$ cat config.mk
export PLATFORM = sky130hd
export DESIGN_NAME = qpsk_symbol_gen
export DESIGN_NICKNAME = d
export VERILOG_FILES = /design/src/rtl/qpsk_symbol_gen.sv
export SDC_FILE = /design/constraint.sdc
export NUM_CORES = 1
export LEC_CHECK = 0
export CORE_UTILIZATION = 39
export CTS_CLUSTER_SIZE = 20
export DETAILED_ROUTE_END_ITERATION = 6
export GPL_TIMING_DRIVEN = 0
export REMOVE_ABC_BUFFERS = 1
export SLEW_MARGIN = 10
export SYNTH_ARGS = -nofsm -noshare
export SYNTH_HDL_FRONTEND = slang
export SYNTH_SLANG_ARGS = --single-unit
export TNS_END_PERCENT = 5
$ cat constraint.sdc
create_clock -name clk -period 5.8 [get_ports clk]
set_clock_uncertainty 0.05 [all_clocks]
set_input_delay 0.58 -clock clk [delete_from_list [all_inputs] [get_ports clk]]
set_output_delay 0.58 -clock clk [all_outputs]
set_load 0.02 [all_outputs]
$ cat src/rtl/qpsk_symbol_gen.sv
// QPSK waveform generator: plays SPS samples per 2-bit symbol from one shared
// cosine table, with a one-deep symbol buffer, strobe throttling and underflow.
module qpsk_symbol_gen #(
  parameter int OUT_W    = 10,
  parameter int AMP      = 100,
  parameter int SPS_LOG2 = 4
) (
  input  logic                    clk,
  input  logic                    rst,
  input  logic [1:0]              sym_in,
  input  logic                    sym_valid,
  output logic                    sym_ready,
  input  logic                    sample_en,
  output logic signed [OUT_W-1:0] sample_out,
  output logic                    out_valid,
  output logic                    sym_start,
  output logic                    underflow
);

  localparam int SPS = 1 << SPS_LOG2;

  typedef logic [SPS_LOG2-1:0] idx_t;
  typedef enum logic {IDLE, RUN} state_t;

  localparam idx_t LAST = idx_t'(SPS - 1);

  // Elaboration-time round(AMP*sqrt(2)*cos(2*pi*k/SPS)) in Q28 fixed point,
  // folding the angle into [0, pi/2] so a short Taylor series stays accurate.
  function automatic longint table_entry(input int k);
    longint one, pi_q, sqrt2_q, x, x2, term, cosv, r, mag, res;
    int q, sgn;
    one     = 64'sd1 <<< 28;
    pi_q    = 64'sd843314857;
    sqrt2_q = 64'sd379625062;
    q   = k % SPS;
    sgn = 1;
    if (q > SPS / 2) q = SPS - q;
    if (q > SPS / 4) begin
      sgn = -1;
      q   = SPS / 2 - q;
    end
    x    = (pi_q * 64'sd2 * longint'(q)) / longint'(SPS);
    x2   = (x * x) / one;
    term = one;
    cosv = one;
    for (int n = 1; n <= 9; n++) begin
      term = -((term * x2) / one) / longint'((2 * n) * (2 * n - 1));
      cosv = cosv + term;
    end
    r   = ((cosv * sqrt2_q) / one) * longint'(sgn) * longint'(AMP);
    mag = (r < 0) ? -r : r;
    res = (mag + one / 64'sd2) / one;
    return (r < 0) ? -res : res;
  endfunction

  // Phase offset that turns the shared cosine into sI*cos + sQ*sin.
  function automatic idx_t sym_offset(input logic [1:0] s);
    case (s)
      2'b00:   return idx_t'(3 * SPS / 8);
      2'b01:   return idx_t'(5 * SPS / 8);
      2'b10:   return idx_t'(SPS / 8);
      default: return idx_t'(7 * SPS / 8);
    endcase
  endfunction

  logic signed [OUT_W-1:0] wtab [SPS];

  for (genvar k = 0; k < SPS; k++) begin : g_tab
    localparam longint VAL = table_entry(k);
    assign wtab[k] = VAL[OUT_W-1:0];
  end

  state_t     state;
  idx_t       counter;
  logic [1:0] cur_sym;
  logic [1:0] next_sym;
  logic       next_full;
  logic       load;
  idx_t       next_idx;

  assign sym_ready = ~next_full;

  // A buffered symbol starts either from idle or seamlessly after the last sample.
  assign load     = sample_en && next_full && (state == IDLE || counter == LAST);
  assign next_idx = counter + idx_t'(1) + sym_offset(cur_sym);

  always_ff @(posedge clk or posedge rst) begin
    if (rst) begin
      state      <= IDLE;
      counter    <= '0;
      cur_sym    <= '0;
      next_sym   <= '0;
      next_full  <= 1'b0;
      sample_out <= '0;
      out_valid  <= 1'b0;
      sym_start  <= 1'b0;
      underflow  <= 1'b0;
    end else begin
      out_valid <= 1'b0;
      sym_start <= 1'b0;
      underflow <= 1'b0;
      if (sym_valid && !next_full) begin
        next_sym  <= sym_in;
        next_full <= 1'b1;
      end
      if (load) begin
        state      <= RUN;
        cur_sym    <= next_sym;
        next_full  <= 1'b0;
        counter    <= '0;
        sample_out <= wtab[sym_offset(next_sym)];
        out_valid  <= 1'b1;
        sym_start  <= 1'b1;
      end else if (sample_en && state == RUN) begin
        if (counter != LAST) begin
          counter    <= counter + idx_t'(1);
          sample_out <= wtab[next_idx];
          out_valid  <= 1'b1;
        end else begin
          state      <= IDLE;
          counter    <= '0;
          sample_out <= '0;
          underflow  <= 1'b1;
        end
      end
    end
  end

endmodule

* Word level (Yosys, flattened, before mapping)
Memories as Yosys holds them, arrays and structs flattened.
Cells that the tools add are included.
** Storage, ports and cells
- Flip-flop bits (word level) :: 23
- Bits in read-only memories :: 320
- Bits of input ports :: 6
- Output and inout port bits :: 14
- Logic and storage cells :: 62
- Memories :: 2
** Operators by class
- Add/sub/neg operators :: 2
- Magnitude comparators :: 2
- Equality and inequality tests :: 7
- Muxes and demuxes :: 25
- Bitwise gates (word level) :: 4
- Reduce and logical (&&, ||, !) cells :: 11
** Memories
- (no name shown) :: words 16, bits a word 10, read ports 1, clocked after Yosys merged registers in 0, write ports 0, line 117 : sample_out <= wtab[next_idx];
- (no name shown) :: words 16, bits a word 10, read ports 1, clocked after Yosys merged registers in 0, write ports 0, line 111 : sample_out <= wtab[sym_offset(next_sym)];
** Operators with widths (count)
- $mux W10 :: 7
- $pmux W4 S3 :: 2
- $mux W4 :: 4
- $mux W1 :: 12
- $ge A5 B5 Y1 const B :: 2
- $not A4 Y5 :: 2
- $add A4 B1 Y4 const B :: 1
- $add A4 B4 Y4 :: 1
- $eq A2 B1 Y1 const B :: 2
- $eq A2 B2 Y1 const B :: 2
- $eq A4 B4 Y1 const B :: 1
- $logic_and A1 B1 Y1 :: 4
- $logic_not A2 Y1 :: 2
- $ne A4 B4 Y1 const B :: 1
- $reduce_bool A2 Y1 :: 2
- $ne A2 B2 Y1 const B :: 1
- $not A1 Y1 :: 2
- $reduce_and A2 Y1 :: 1
- $logic_not A1 Y1 :: 1
- $logic_or A1 B1 Y1 :: 1

* Depth between registers and ports, before layout
- Word-level depth :: 10
- Gate-level depth with buffers :: 11
- Gate-level depth less buffers :: 9

* Worst setup path before layout
No wires, ideal clock.
- Path type :: register to register
- Start :: register counter[0]
- End :: register sample_out[7]
- Library setup time :: 80 ps
- Data arrival time :: 2438 ps
- Required time :: 5670 ps
- Path slack :: 3233 ps
- Stages on the path, launching flop included :: 11
- Buffers on the path :: 2
- Clock period less this slack :: 2567 ps
- Cells stage by stage :: dfrtp_1 > buf_6 > inv_1 > ha_1 > inv_1 > fa_1 > xnor2_1 > xnor3_2 > buf_6 > mux2_4 > o22ai_2
** Between the ends
- Longest elaborated chain between the ends :: 9
- Elaborated cells on any way between the ends :: 14
- Those cells by class :: add/sub (2); eq/ne (2); mux (5); bitwise (1); reduce/logical (3); memory (1)
** RTL lines
- from (decl) :: line 74 : idx_t counter;
- from (signal assigned) :: line 116 : counter <= counter + idx_t'(1);
- $add A4 B1 Y4 :: line 85 : assign next_idx = counter + idx_t'(1) + sym_offset(cur_sym);
- $add A4 B4 Y4 :: line 85
- $not A4 Y5 (not written as such) :: line 117
- $mem_v2 Z16 W10
- $mux W10 (not written as such) (2 in series) :: line 117
- $mux W10 :: line 115 : if (counter != LAST) begin
- $mux W10 :: line 114 : end else if (sample_en && state == RUN) begin
- $mux W10 :: line 106 : if (load) begin
- to (signal assigned) :: line 111
- to (signal assigned) :: line 117
- to (decl) :: line 14 : output logic signed [OUT_W-1:0] sample_out,
Several ways; a longest one is shown, not always the timed one. The select of a mux whose other input is x is not followed.
A chain may end at the register's enable or synchronous reset.

* Final worst setup path
- Start :: register counter[0]
- End :: register sample_out[5]
The elaborated chain is that of the path after synthesis.

==> impl_metrics.py <==
metrics = {
    "outcome": {
        "outcome": "finished clean",
    },
    "cts": {
        "tritoncts": "done",
        "cts_num_sinks": 22,
        "cts-buffers-inserted": 3,
        "ctsHtreeMaxLevel": 1,
        "cts.repair.resized": 0,
        "clock_buffer_depth": 2,
        "cts_hold_repair.buffers": 0,
        "cts_root_buffer": "sky130_fd_sc_hd__clkbuf_4",
        "clock_insertion_delay_worst_skew_ns": 0.32,
        "cts_setup_buffers": 0,
        "path_clk_slew_ns": 0.14,
    },
    "sta": {
        "finalCriticalPeriod_ns": 3.10,
        "max_slew_margin": 0.427,
        "drv_slew": 0,
        "worst_slew_pin_slew_ns": 0.858,
        "finalSetupTns_ns": 0,
        "grt_setup_unrepaired": "false",
        "finalHoldViolations": 0,
        "finalSetupViolCount": 0,
        "clock.fmax_mhz": 322,
        "period_share": 0.535,
    },
    "finish": {
        "share_of_layout_cells_above_drive_strength_1": 0.0974,
        "finish.net_count": 174,
        "num-fill-cells": 333,
        "count_of_inserted_antenna_diode_cells": 0,
        "layout_stage_area_growth_over_the_synthesis_result_pct": 18.8,
    },
    "synthesis": {
        "synth.yosys.seq_area_share": 0.407,
        "synthCells": 136,
        "ys_seq_elements": 22,
        "post_syn_area_mm2": 0.00135,
        "synthesis.yosys.warnings": 0,
        "mean_instance_size_in_the_synthesized_netlist_um2": 9.95,
        "synth_cell_types": 32,
    },
    "floorplanning": {
        "die_x_um": 60.9,
        "core.rowCount": 21,
        "dieHeight_um": 60.9,
        "core_area_mm2": 0.00334,
        "ios": 20,
        "design.die.area_mm2": 0.00371,
        "floorplan.initialDensity": 0.405,
    },
    "critical_path": {
        "worst-endpoint-required_ns": 5.94,
        "critical_path.top_delay_family": "adder cells",
        "worstPathMaxFanout": 14,
        "worst_ep_arrival_time_ns": 3.25,
        "setup.worst_path.class": "reg -> reg",
        "critical_path.slowest_cell": "sky130_fd_sc_hd__fa_1",
        "worstPathCellList": "inv_1 > ha_1 > inv_1 > fa_1 > and2b_1 > a21oi_1 > mux2_2 > o221ai_1",
        "timing.critical_path.to_type": "flop",
        "cpMostUsedCell": "sky130_fd_sc_hd__inv_1",
        "setup_crit_start_kind": "flop",
        "critical_path_buf_inv_count": 2,
        "critPathMaxStageDelay_ns": 0.84,
    },
    "routing": {
        "dr.pass1.iters": 4,
        "remaining_drcs": 0,
        "detail_route.wirelength_mm": 2.67,
        "drt-initial-drc-count": 49,
        "route.vias.total": 1000,
        "final_antenna_net_count": 0,
        "wire_per_inst_um": 13.4,
        "avgViaCountPerCell": 5.00,
    },
    "global_route": {
        "antenna_found_initial": 0,
        "global_route.usage.total": 0.168,
        "grt_max_degree": 23,
        "gr-total-overflow": 0,
        "first_global_vias": 993,
        "global_route_wire_length_before_repair_mm": 4.48,
    },
    "hold_path": {
        "holdCritPathClass": "reg -> reg",
    },
    "place": {
        "routabilityCongestion": 0.813,
        "place.port_buffers": 19,
        "post-dp-hpwl_mm": 1.95,
    },
    "run": {
        "max_cap_violations": 0,
    },
}
==> worst paths after layout <==
path / from / to / slack (ns) / depth (start not counted)
worst min register to register: sample_out[0]$_DFFE_PP0P_ / sample_out[0]$_DFFE_PP0P_ / 0.46 / 2
max in group asynchronous: rst / sample_out[1]$_DFFE_PP0P_ / 4.51 / 2
worst max-delay path: counter[0]$_DFFE_PP0P_ / sample_out[5]$_DFFE_PP0P_ / 2.70 / 8
min in group asynchronous: rst / next_full$_DFFE_PP0P_ / 0.66 / 2
worst max register to register: counter[0]$_DFFE_PP0P_ / sample_out[5]$_DFFE_PP0P_ / 2.70 / 8
worst min-delay path: sample_out[0]$_DFFE_PP0P_ / sample_out[0]$_DFFE_PP0P_ / 0.46 / 2
==> state kept, by name (all words and copies together) (netlist names) <==
name and flops:
next_full 1, sym_start 1, out_valid 1, underflow 1, state 1, counter 4, cur_sym 2, next_sym 2
sample_out 9
==> placed cells by master, fill, tap and decap left out, types with 3 or more instances in the layout <==
master                            instances
sky130_fd_sc_hd__inv_1                   12
sky130_fd_sc_hd__nand2_1                 14
sky130_fd_sc_hd__clkbuf_4                 3
sky130_fd_sc_hd__ha_1                    12
sky130_fd_sc_hd__dfrtp_1                 22
sky130_fd_sc_hd__xnor2_1                  3
sky130_fd_sc_hd__nor2_1                  10
sky130_fd_sc_hd__a21oi_1                 11
sky130_fd_sc_hd__o21ai_0                 10
sky130_fd_sc_hd__mux2_2                   4
sky130_fd_sc_hd__clkdlybuf4s50_1         19
sky130_fd_sc_hd__mux2i_1                  6
==> cell type report <==
class	count	area, µm²	share of cell area
well taps	46	57.6	0.0358
multi-input cells	95	699	0.435
inverters	13	48.8	0.0304
flip-flops and latches	22	551	0.343
clock inverters	1	30.0	0.0187
clock buffers	3	22.5	0.0140
repair buffers	20	198	0.123
==> worst register-to-register path, cell delays in order (launching register included) <==
cell and delay, ns:
sky130_fd_sc_hd__dfrtp_1 0.63, sky130_fd_sc_hd__inv_1 0.19, sky130_fd_sc_hd__ha_1 0.42, sky130_fd_sc_hd__inv_1 0.13, sky130_fd_sc_hd__fa_1 0.84, sky130_fd_sc_hd__and2b_1 0.25, sky130_fd_sc_hd__a21oi_1 0.16, sky130_fd_sc_hd__mux2_2 0.18
sky130_fd_sc_hd__o221ai_1 0.11
==> synth_stat cells <==
library cell / count / area share
sky130_fd_sc_hd__ha_1: 12 / 0.11
sky130_fd_sc_hd__a21o_1: 1 / 0.0056
sky130_fd_sc_hd__o221ai_1: 2 / 0.013
sky130_fd_sc_hd__nand2_1: 14 / 0.039
sky130_fd_sc_hd__xnor3_2: 1 / 0.018
sky130_fd_sc_hd__o22ai_2: 1 / 0.0092
sky130_fd_sc_hd__dfrtp_1: 22 / 0.41
sky130_fd_sc_hd__nor3_1: 2 / 0.0074
sky130_fd_sc_hd__o22ai_1: 1 / 0.0046
sky130_fd_sc_hd__fa_1: 1 / 0.015
sky130_fd_sc_hd__mux2_4: 1 / 0.011
sky130_fd_sc_hd__nand3_2: 1 / 0.0074
sky130_fd_sc_hd__buf_4: 2 / 0.011
sky130_fd_sc_hd__buf_2: 1 / 0.0037
sky130_fd_sc_hd__and2b_1: 1 / 0.0056
sky130_fd_sc_hd__nand3_1: 2 / 0.0074
sky130_fd_sc_hd__inv_1: 12 / 0.033
sky130_fd_sc_hd__nor2b_1: 1 / 0.0046
sky130_fd_sc_hd__a21oi_1: 11 / 0.041
sky130_fd_sc_hd__o21ai_0: 11 / 0.041
sky130_fd_sc_hd__xnor2_1: 3 / 0.019
sky130_fd_sc_hd__o21ai_1: 1 / 0.0037
sky130_fd_sc_hd__xor2_1: 2 / 0.013
sky130_fd_sc_hd__a22o_1: 1 / 0.0065
sky130_fd_sc_hd__a211oi_1: 2 / 0.011
sky130_fd_sc_hd__buf_6: 3 / 0.025
sky130_fd_sc_hd__a211o_2: 1 / 0.0074
sky130_fd_sc_hd__a22oi_1: 2 / 0.011
sky130_fd_sc_hd__nor2_1: 10 / 0.028
sky130_fd_sc_hd__mux2_2: 4 / 0.033
sky130_fd_sc_hd__mux2i_1: 6 / 0.044
sky130_fd_sc_hd__inv_2: 1 / 0.0028
==> per-stage QoR <==
step / hold WS [ns] / setup WS [ns] / util / instance area, µm² / cells
after CTS: 0.465 / 2.71 / 0.481 / 1610 / 200
after floorplan: 0.425 / 3.12 / - / 1300 / 130
after global routing: 0.498 / 2.54 / 0.481 / 1610 / 200
after global placement: 0.424 / 2.78 / 0.463 / 1550 / 195
final: 0.458 / 2.70 / 0.481 / 1610 / 200
after detailed placement: 0.434 / 2.72 / 0.466 / 1550 / 196
==> logic make-up (layout without fill, tap and decap cells) <==
| family | count (synthesis) | after routing | share of synthesized area |
|---|---|---|---|
| xor gates and xnor gates | 6 | 6 | 0.0500 |
| AOI/OAI and AO/OA | 34 | 34 | 0.154 |
| buffers and inverters | 19 | 37 | 0.0758 |
| and+or+nand+nor | 31 | 31 | 0.0990 |
| adders and majority gates | 13 | 13 | 0.126 |
| muxes | 11 | 11 | 0.0888 |
| DFF | 22 | 22 | 0.407 |
==> routing by layer <==
layer | vias to the layer above | track usage | part of all wire
li1 | 495 | - | -
met1 | 481 | 0.222 | 0.46
met2 | 20 | 0.262 | 0.50
met3 | 4 | 0.0320 | 0.031
met4 | 0 | 0.0844 | 0.016
met5 | - | 0 | 0
Power is not shown: default switching activity piles up to over one toggle a cycle in this logic, so the estimate is an artifact.
